===== src/rtl/lfsr_pkg.sv =====
// Shared types and the generic single-step LFSR function for lfsr_gen.
// Optional all-zero recovery is enabled with LFSR_LOCKUP_RECOVER_EN.
package lfsr_pkg;

   typedef enum logic {LFSR_FIB, LFSR_GAL} lfsr_mode_e;

   localparam int unsigned LFSR_MAX_W = 64;

   typedef logic [LFSR_MAX_W-1:0] lfsr_vec_t;

   // Result is {emitted bit, next state}; bits at and above w stay zero.
   function automatic logic [LFSR_MAX_W:0] lfsr_next(
      input lfsr_vec_t   state,
      input lfsr_vec_t   taps,
      input lfsr_mode_e  mode,
      input int unsigned w
   );
      lfsr_vec_t mask;
      lfsr_vec_t nxt;
      logic      b;
      logic      m;
      mask = (w >= LFSR_MAX_W) ? '1
           : ((lfsr_vec_t'(1) << w) - lfsr_vec_t'(1));
      m    = |(state & (lfsr_vec_t'(1) << (w - 1)));
      unique case (mode)
         LFSR_FIB: begin
            b   = ^(state & taps & mask);
            nxt = ((state << 1) | lfsr_vec_t'(b)) & mask;
         end
         LFSR_GAL: begin
            b   = m;
            nxt = (((state << 1) | lfsr_vec_t'(m))
                  ^ ({LFSR_MAX_W{m}} & taps & ~lfsr_vec_t'(1))) & mask;
         end
         default: begin
            b   = 1'b0;
            nxt = state;
         end
      endcase
      return {b, nxt};
   endfunction

endpackage


===== src/rtl/lfsr_step_core.sv =====
// Combinational single LFSR step, Fibonacci or Galois.
// Unaffected by LFSR_LOCKUP_RECOVER_EN.
module lfsr_step_core
   import lfsr_pkg::*;
#(
   parameter int unsigned WIDTH = 16
)(
   input  logic [WIDTH-1:0] state_i,
   input  logic [WIDTH-1:0] taps_i,
   input  lfsr_mode_e       mode_i,
   output logic [WIDTH-1:0] next_o,
   output logic             bit_o
);

   logic [LFSR_MAX_W:0] res;
   logic                unused_res;

   always_comb begin
      res = lfsr_next(lfsr_vec_t'(state_i), lfsr_vec_t'(taps_i),
                      mode_i, WIDTH);
   end

   assign next_o     = res[WIDTH-1:0];
   assign bit_o      = res[LFSR_MAX_W];
   assign unused_res = ^res;

endmodule


===== src/rtl/lfsr_gen.sv =====
// LFSR generator packing emitted bits into OUT_W-bit stream words.
// Define LFSR_LOCKUP_RECOVER_EN to reload the seed on all-zero lock-up.
module lfsr_gen
   import lfsr_pkg::*;
#(
   parameter int unsigned      WIDTH    = 16,
   parameter int unsigned      OUT_W    = 8,
   parameter logic [WIDTH-1:0] RST_SEED = WIDTH'(1)
)(
   input  logic             clk,
   input  logic             rst_n,
   input  logic             reinit,
   input  logic [WIDTH-1:0] seed,
   input  logic [WIDTH-1:0] taps,
   input  logic             mode,
   input  logic             gen_en,
   output logic             out_valid,
   input  logic             out_ready,
   output logic [OUT_W-1:0] out_data,
   output logic             out_bit,
   output logic [WIDTH-1:0] out_state,
   output logic             lockup
);

   localparam int unsigned CNT_W = (OUT_W > 1) ? $clog2(OUT_W) : 1;
   localparam logic [CNT_W-1:0] LAST = CNT_W'(OUT_W - 1);

   logic [WIDTH-1:0] state_q, state_d;
   logic [OUT_W-1:0] coll_q, coll_d;
   logic [OUT_W-1:0] data_q, data_d;
   logic [CNT_W-1:0] cnt_q, cnt_d;
   logic             vld_q, vld_d;
   logic             bit_q, bit_d;
   logic             lock_q, lock_d;

   logic [WIDTH-1:0] step_next;
   logic             step_bit;
   logic             stall;
   logic             step;
   logic [OUT_W-1:0] word;

   lfsr_step_core #(.WIDTH(WIDTH)) u_core (
      .state_i (state_q),
      .taps_i  (taps),
      .mode_i  (lfsr_mode_e'(mode)),
      .next_o  (step_next),
      .bit_o   (step_bit)
   );

   always_comb begin
      stall = (cnt_q == LAST) & vld_q & ~out_ready;
      step  = gen_en & ~reinit & ~stall;
      word  = coll_q;
      word[cnt_q] = step_bit;

      state_d = state_q;
      coll_d  = coll_q;
      cnt_d   = cnt_q;
      data_d  = data_q;
      bit_d   = bit_q;
      vld_d   = vld_q & ~out_ready;

      if (reinit) begin
         state_d = seed;
         coll_d  = '0;
         cnt_d   = '0;
         vld_d   = 1'b0;
         bit_d   = 1'b0;
      end else begin
         if (step) begin
            state_d = step_next;
            bit_d   = step_bit;
            // Last bit completes the word; handoff at this edge is bubble-free.
            if (cnt_q == LAST) begin
               data_d = word;
               vld_d  = 1'b1;
               cnt_d  = '0;
               coll_d = '0;
            end else begin
               coll_d = word;
               cnt_d  = cnt_q + CNT_W'(1);
            end
         end
`ifdef LFSR_LOCKUP_RECOVER_EN
         if (lock_q) begin
            state_d = (seed == '0) ? WIDTH'(1) : seed;
         end
`endif
      end

      lock_d = (state_d == '0);
   end

   always_ff @(posedge clk or negedge rst_n) begin
      if (!rst_n) begin
         state_q <= RST_SEED;
         coll_q  <= '0;
         cnt_q   <= '0;
         data_q  <= '0;
         vld_q   <= 1'b0;
         bit_q   <= 1'b0;
         lock_q  <= (RST_SEED == '0);
      end else begin
         state_q <= state_d;
         coll_q  <= coll_d;
         cnt_q   <= cnt_d;
         data_q  <= data_d;
         vld_q   <= vld_d;
         bit_q   <= bit_d;
         lock_q  <= lock_d;
      end
   end

   assign out_valid = vld_q;
   assign out_data  = data_q;
   assign out_bit   = bit_q;
   assign out_state = state_q;
   assign lockup    = lock_q;

endmodule


===== config.mk =====
export PLATFORM = sky130hd
export DESIGN_NAME = lfsr_gen
export DESIGN_NICKNAME = d
export VERILOG_FILES = /design/src/rtl/lfsr_pkg.sv /design/src/rtl/lfsr_step_core.sv /design/src/rtl/lfsr_gen.sv
export SDC_FILE = /design/constraint.sdc
export NUM_CORES = 1
export LEC_CHECK = 0
export ABC_CLOCK_PERIOD_IN_PS = 6900
export CORE_MARGIN = 2
export CORE_UTILIZATION = 28
export CTS_CLUSTER_DIAMETER = 80
export DETAILED_ROUTE_END_ITERATION = 10
export HOLD_SLACK_MARGIN = 0.08
export PLACE_DENSITY_LB_ADDON = 0.3
export SETUP_SLACK_MARGIN = 0.2
export SYNTH_ARGS = -nofsm -noshare
export SYNTH_HDL_FRONTEND = slang
export SYNTH_SLANG_ARGS = --single-unit

===== constraint.sdc =====
create_clock -name clk -period 6.9 [get_ports clk]
set_input_delay 1.725 -clock clk [delete_from_list [all_inputs] [get_ports clk]]
set_output_delay 1.725 -clock clk [all_outputs]
set_load 0.01 [all_outputs]

# ---- Yosys cells after proc, flatten, opt, wreduce, memory -nomap -nowiden
# Index checks and enable logic that the tools add are counted.
dict set report totals {
  ff_bits 38
  latch_bits 0
  mem_bits_rw 0
  rom_bits 0
  output_inout_bits 27
  elab_cells 48
  memories 0
}
dict set report op_classes {
  addsub 1
  multipliers 0
  div 0
  magnitude_cmp 2
  eq_ne 1
  n_shift 0
  muxes 18
  bitwise_logic 14
  n_reduce_logical 5
}
# cell count
set op_table {}
lappend op_table {{$reduce_xor A64 Y1} 1}
lappend op_table {{$and A16 B16 Y16} 2}
lappend op_table {{$mux W16} 2}
lappend op_table {{$or A16 B1 Y16} 2}
lappend op_table {{$pmux W16 S2} 1}
lappend op_table {{$mux W8} 3}
lappend op_table {{$logic_not A16 Y1} 1}
lappend op_table {{$xor A16 B16 Y16} 1}
lappend op_table {{$mux W3} 3}
lappend op_table {{$bwmux W8} 1}
lappend op_table {{$mux W1} 6}
lappend op_table {{$and A1 B1 Y1} 5}
lappend op_table {{$lt A3 B4 Y1 const B} 1}
lappend op_table {{$not A1 Y1} 4}
lappend op_table {{$add A3 B1 Y3 const B} 1}
lappend op_table {{$demux W1 S3} 1}
lappend op_table {{$eq A3 B3 Y1 const B} 1}
lappend op_table {{$ge A3 B1 Y1 const B} 1}
lappend op_table {{$reduce_and A3 Y1} 1}
lappend op_table {{$pmux W1 S2} 1}
lappend op_table {{$reduce_bool A2 Y1} 1}
lappend op_table {{$logic_and A1 B1 Y1} 1}

# ---- Logic depth before layout (Yosys ltp)
# Gate-level depths: netlist (run 1).
dict set report logic_depth {
  depth_word 8
  depth_mapped 10
  depth_no_buf 8
}

# ---- By module
# Synthesis (run 1) repeated with hierarchy kept, for this count alone.
dict set report unflattened {
  hier_cells 227
  hier_area_um2 2105.8
}
# module n_inst cells_each area_each_um2 seq_area_each_um2
set by_module_without_submodules {}
lappend by_module_without_submodules {lfsr_gen 1 161 1676.6 952.2}
lappend by_module_without_submodules {lfsr_step_core 1 66 429.2 0.0}

# ---- Worst setup path after synthesis (run 1)
# No wires, ideal clock.
dict set report synth_path {
  kind {in2reg}
  start {input reinit}
  end {register lock_q, in the netlist lockup}
  setup_ps 80
  arrival_time_ps 3563
  required_time_ps 6820
  slack_ps 3256
  cell_stages 8
  n_path_buf 1
  cell_sequence {nand2b_4 > a21o_4 > nor2b_4 > buf_6 > a221o_1 > or4_1 > or4_1 > nor3_2}
}
dict set report synth_via {
  elab_chain_len 6
}
# item line_no
set synth_rtl {}
lappend synth_rtl {{start, declared} lfsr_gen.sv:12} ;# input logic reinit,
lappend synth_rtl {{$not A1 Y1 (no line)} n/a}
lappend synth_rtl {{$and A1 B1 Y1 (2 in series)} lfsr_gen.sv:52} ;# step = gen_en & ~reinit & ~stall;
lappend synth_rtl {{$mux W16} lfsr_gen.sv:70} ;# if (step) begin
lappend synth_rtl {{$mux W16 *} lfsr_gen.sv:63} ;# if (reinit) begin
lappend synth_rtl {{named net state_d[6]} lfsr_gen.sv:28} ;# logic [WIDTH-1:0] state_q, state_d;
lappend synth_rtl {{$logic_not A16 Y1 *} lfsr_gen.sv:91} ;# lock_d = (state_d == '0);
lappend synth_rtl {{named net lock_d} lfsr_gen.sv:34} ;# logic lock_q, lock_d;
lappend synth_rtl {{end signal, assigned} lfsr_gen.sv:102} ;# lock_q <= (RST_SEED == '0);
lappend synth_rtl {{end signal, assigned} lfsr_gen.sv:110} ;# lock_q <= lock_d;
lappend synth_rtl {{end, declared} lfsr_gen.sv:34}
# The timed path passes the listed nets; every way through them passes the cells marked *.
# A chain may end at the register's enable or synchronous reset.

# ---- Worst setup path after layout (run 1)
# Ends and elaborated chain as after synthesis.

==> results of run 1 <==
==> routing by layer <==
layer / GRT usage (%) / vias to the layer above
met5: 0 / -
met4: 2.57 / 0
met2: 22.8 / 60
met3: 4.23 / 6
li1: - / 978
met1: 18.6 / 919
==> synthesized netlist by cell type, drive strengths merged <==
library cell / instances
nor4: 2
a221o: 13
inv: 7
and3: 1
and2: 1
nand3b: 2
dfstp: 1
nor3: 10
buf: 4
or4: 2
dfrtp: 37
o31ai: 1
nor2: 33
nand2: 22
and3b: 2
a21oi: 1
a22oi: 3
ha: 2
a21o: 1
clkbuf: 13
or2: 1
o211ai: 1
nand3: 16
o41ai: 1
o21ai: 22
nor3b: 3
mux2i: 1
xnor2: 12
nand2b: 2
xor2: 18
nor2b: 2
a311oi: 8
==> per-stage QoR <==
step                      std cells  cell area, um^2  hold slack (ns)
after CTS                       402             2990            0.520
after global routing            402             2990            0.567
after floorplan                 245             2210            0.469
after global placement          394             2900            0.492
final                           402             2990            0.520
after detailed placement        394             2900            0.499
==> sequential cells by signal (all words and copies together) (netlist names) <==
| register | flops |
|---|---|
| cnt_q | 3 |
| coll_q | 8 |
| out_state | 16 |
| out_valid | 1 |
| out_data | 8 |
| out_bit | 1 |
| lockup | 1 |
==> worst max path at each step <==
stage | start | to | slack (ns) | cells after the start
finish | reinit | lockup$_DFF_PN0_ | 2.27 | 8
CTS | reinit | lockup$_DFF_PN0_ | 2.25 | 8
global placement | reinit | lockup$_DFF_PN0_ | 2.02 | 8
detailed placement | reinit | lockup$_DFF_PN0_ | 1.93 | 8
floorplan | reinit | lockup$_DFF_PN0_ | 3.26 | 8
global route | reinit | lockup$_DFF_PN0_ | 2.11 | 8
==> area by class of cell <==
class,instances,area (um^2),area share [%]
clock inverter,2,13.8,0.461
inverter,7,26.3,0.880
clock buffer,6,72.6,2.43
sequential,38,952,31.9
timing repair buffer,64,636,21.3
multi-input combinational,183,1160,38.8
tap,102,128,4.27
==> worst max-delay path, cell delays in order <==
cell	delay, ns
clkdlybuf4s50_1	0.83
nand2b_4	0.34
a21o_4	0.27
nor2b_4	0.24
a221o_1	0.37
or4_1	0.52
or4_1	0.43
nor3_2	0.11
==> report_power, final <==
| part | internal [W] | total [W] | leakage (nW) | switching (W) |
|---|---|---|---|---|
| clock | 0.0000713 | 0.000151 | 0.0452 | 0.0000794 |
| sequential | 0.000243 | 0.000273 | 0.493 | 0.0000304 |
| combinational | 0.0000968 | 0.000190 | 0.636 | 0.0000930 |
| total | 0.000411 | 0.000614 | 1.17 | 0.000203 |
==> cells in the final DEF (no fill, tap or decap), types with 9 or more instances in the layout <==
cell type / n
xor2_1: 18
xnor2_1: 12
nor2_1: 33
nand2_1: 22
dfrtp_1: 37
a221o_1: 13
clkdlybuf4s50_1: 63
o21ai_0: 14
nand3_1: 16
nor3_1: 9
==> kinds of logic (layout without fill, tap and decap cells) <==
kind of cell	count (synthesis)	in the layout
AO/OA/AOI/OAI	51	51
XOR/XNOR	30	30
flip-flops	38	38
adder cells (fa/ha/maj)	2	2
AND/OR/NAND/NOR	99	99
multiplexers	1	1
buffers and inverters	24	79
==> metrics.txt, run 1 <==
met1 wire length=2630 um; Starting Density=28.7%; final setup margin=2.27 ns; DP Worst Slack=1.93 ns; Synth Area in XOR/XNOR=11.9%; uppermost layer routed=met4; first-pass GRT wire length=9660 um; register clock-pin slew on the reported worst setup and hold paths=0.08 ns; r2r setup slk=3.83 ns; cells after synthesis=245; Hold Vio Cnt, Final=0; Yosys top cell by area=dfrtp_1; Synth Area in Adders=1.13%; Via density=4.88; Buffers on Ports=64; TritonCTS clock tree=yes; chip width=92.8 um; Final min period=4.63 ns; Worst EP arrival=4.85 ns; RSZ-0062 raised after global routing=false; Final HPWL DP=4100 um; diode count=0; CP Launch Type=input pin; max cap viols=0; First DRT Iteration DRCs=65; Syn Area/Cell=9.01 um^2; number of synthesized register bits=38; fin crit share=67.1%; largest net degree at the start of global routing=39; hold worst-path end=coll_q[1]$_DFFE_PN0P_; H-tree levels=2; Worst VDD drop=0.0000912 V; nets=339; yosys warns=0; setup violators final=0; Met2 Routed Length=2650 um; Tightest Hold Check Type=flip-flop to flip-flop; router iterations before antenna repair=4; Area contributors post-synth=dfrtp_1, xor2_1, a221o_1; post-synthesis cell type count=38; Simple-Gate Fraction of Synth Area=21.9%; met3 WL=350 um; post-synthesis mux area share=0.453%; max_slew headroom=43.5%; Hold Crit Depth=2; Routed wire per std cell=14.1 um; Highest Clock Rate=216 MHz; Core Util, Final=38.8%; CORE AREA=0.00769 mm^2; Worst-Skew Late Latency=0.29 ns; # rows=32; Mapped Area=0.00221 mm^2; R2R depth=8; Sum Neg Setup Slack=0 ns; Critical Path RT=7.12 ns; overall global routing resource usage=14.0%; Final Slew Violations=0; Die Y-Extent=92.8 um; largest family of logic cells by synthesized area=simple AND/OR/NAND/NOR gates; Worst setup EP type=flip-flop; reg-to-reg critical path endpoint=lockup$_DFF_PN0_; Worst Max-Slew Pin Slew=0.848 ns; PostCTS Resize Cnt=0; GPL Wtd Cong=0.809; Tot Pwr=0.000614 W; fillcell total=824; CTS Hold Buffers Added=0; Longest Clk Path Bufs=2; drt total wl=5660 um; CTS Buf Count=5; initial antenna violation count=0; Post-CTS Setup Repair Bufs=0; Ports=65; Synth Net Count=285; PwrDens=206 mW/mm^2; Layout area overhead=35.2%; Root Buffer=clkbuf_8; Yosys top cell area share=41.9%; Worst Hold Launch=coll_q[1]$_DFFE_PN0P_; compound-cell area share of the yosys netlist=17.1%; die area=0.00861 mm^2; Antenna Nets Post-Route=0; Worst Skew=0.00993 ns; r2r startpoint=cnt_q[0]$_DFFE_PN0P_; vias in the first global route=2025; sequential element share of the synthesized area=43.1%; crit-path max FO=25; Num Clock Sinks=38; drt drc=0; leakage power=1.17 nW; kind of critical path=input pin to flip-flop; GRT overflow=0; layout cells sized above 1=4.67%; routed vias=1963; run status=finished clean
(Power assumes the default switching activity.)
==> inputs of run 2 (changes only) <==
- ABC_CLOCK_PERIOD_IN_PS: 6900 -> 4550
- clock period: 6.9 -> 4.55 ns (I/O delays scaled with it)
==> metrics.txt, run 2 (synthesis results as in run 1) <==
H-tree levels=2 (unchanged); post-route insts no fill=404 (+0.50%); Worst Skew=0.00841 ns (-0.00152 ns); most frequent cells in the layout=clkdlybuf4s50_1, dfrtp_1, nor2_1, nand2_1, xor2_1; CTS Hold Buffers Added=0 (unchanged); # rows=32 (unchanged); initial antenna violation count=0 (unchanged); Ports=65 (unchanged); Slowest-stage cell, CP=clkdlybuf4s50_1; crit-path most repeated cell=or4_1; Worst setup EP type=flip-flop; First DRT Iteration DRCs=93 (+43%); Post-CTS Setup Repair Bufs=0 (unchanged); worst path cell trace=clkdlybuf4s50_1, nand2b_4, a21o_4, nor2b_4, a221o_1, or4_1, or4_1, nor3_2; TritonCTS clock tree=yes; Buffers on Ports=64 (unchanged); drt drc=0 (unchanged); max cap viols=0 (unchanged); RSZ-0062 raised after global routing=false; drt total wl=5800 um (+2.5%); Critical Path RT=4.78 ns (-2.34 ns); run status=finished clean; overall global routing resource usage=14.7% (+0.69 points); final hold slack=0.516 ns (-0.00428 ns); layout cells sized above 1=5.63% (+0.96 points); PostCTS Resize Cnt=0 (unchanged); CTS Buf Count=5 (unchanged); Tightest Hold Check Type=flip-flop to flip-flop; Worst-Skew Late Latency=0.30 ns (about the same); chip width=92.8 um (unchanged); Final min period=3.39 ns; Via density=4.88 (about the same); GPL Wtd Cong=0.803 (-0.74%); Antenna Nets Post-Route=0 (unchanged); register clock-pin slew on the reported worst setup and hold paths=0.08 ns (about the same); max_slew headroom=41.8% (-1.7 points); GRT overflow=0 (unchanged); Longest Clk Path Bufs=2 (unchanged); Inst Count DP=396 (+0.51%); vias in the first global route=1949 (-3.8%); kind of critical path=input pin to flip-flop; crit-path max FO=25 (unchanged); first-pass GRT wire length=10000 um (+3.8%); CORE AREA=0.00769 mm^2 (unchanged); Sum Neg Setup Slack=0 ns (unchanged); router iterations before antenna repair=4 (unchanged); fin crit share=74.5%; PwrDens=350 mW/mm^2 (+70%); Routed wire per std cell=14.4 um (+2.0%); Final HPWL DP=4150 um (+1.3%); Starting Density=28.7% (unchanged); Highest Clock Rate=295 MHz; Worst VDD drop=0.000134 V (+47%); Final Slew Violations=0 (unchanged); nets=341 (+0.59%); Die Y-Extent=92.8 um (unchanged); largest net degree at the start of global routing=39 (unchanged); setup violators final=0 (unchanged); Worst Max-Slew Pin Slew=0.874 ns (+0.0258 ns); die area=0.00861 mm^2 (unchanged); Num Clock Sinks=38 (unchanged); Worst EP arrival=3.62 ns (-1.23 ns); diode count=0 (unchanged); Layout area overhead=38.4%; max FFs per register=16 (unchanged); most common cell after layout, fill and taps aside=clkdlybuf4s50_1; Hold Vio Cnt, Final=0 (unchanged); slowest cell delay on critical path=0.52 ns (-0.31 ns); Root Buffer=clkbuf_8; CP Launch Type=input pin; leakage power=1.21 nW (+3.1%); routed vias=1973 (+0.51%)
## run 2: cell count changes in the layout (fill, tap and decap cells not counted)
cell / before / now
clkbuf_1: 1 / 0
clkbuf_8: 5 / 6
clkinv_2: 1 / 0
bufinv_16: 0 / 2
buf_4: 0 / 2
clkinv_4: 1 / 0
## run 2: path summary, 6_finish.rpt
kind	from	to	slack (ns)	depth (start not counted)
setup / recovery	gen_en	lockup$_DFF_PN0_	1.16	8
hold reg to reg	coll_q[0]$_DFFE_PN0P_	coll_q[0]$_DFFE_PN0P_	0.52	2
hold / removal	coll_q[0]$_DFFE_PN0P_	coll_q[0]$_DFFE_PN0P_	0.52	2
setup reg to reg	cnt_q[0]$_DFFE_PN0P_	lockup$_DFF_PN0_	1.56	8
min in group asynchronous	rst_n	cnt_q[2]$_DFFE_PN0P_	0.95	1
max in group asynchronous	rst_n	cnt_q[0]$_DFFE_PN0P_	3.05	1
## run 2: routing by layer
metal,wire (um),track usage (%)
met5,0,0
met4,110,5.02
met3,364,4.56
met2,2620,21.7
met1,2710,20.4
## run 2: layout make-up
cell class | instances | area (um^2)
clock buffer | 6 | 82.6
fill | 789 | 4630
inverter | 7 | 26.3
clock inverter | 2 | 60.1
sequential | 38 | 952
timing repair buffer | 66 | 651
tap | 102 | 128
multi-input combinational | 183 | 1160
## run 2: critical path, delay by kind of cell
| family | cells | cell delay, ns |
|---|---|---|
| buffers and inverters | 1 | 0.52 |
| AND/OR/NAND/NOR | 5 | 1.33 |
| AO/OA/AOI/OAI | 2 | 0.61 |
## run 2: stage by stage
step / power, W / instance area (um^2) / worst slack [ns] / util [%]
after floorplan: 0.000579 / 2210 / 1.49 / -
after global placement: 0.000710 / 2910 / 0.883 / 37.9
after detailed placement: 0.000714 / 2910 / 0.850 / 37.9
after CTS: 0.00108 / 3060 / 1.16 / 39.8
after global routing: 0.00113 / 3060 / 1.01 / 39.8
final: 0.00107 / 3060 / 1.16 / 39.8
## run 2: report_power, final
part / internal [W] / switching [W] / leakage, nW
clock: 0.000234 / 0.000131 / 0.0714
combinational: 0.000148 / 0.000142 / 0.645
sequential: 0.000368 / 0.0000453 / 0.493
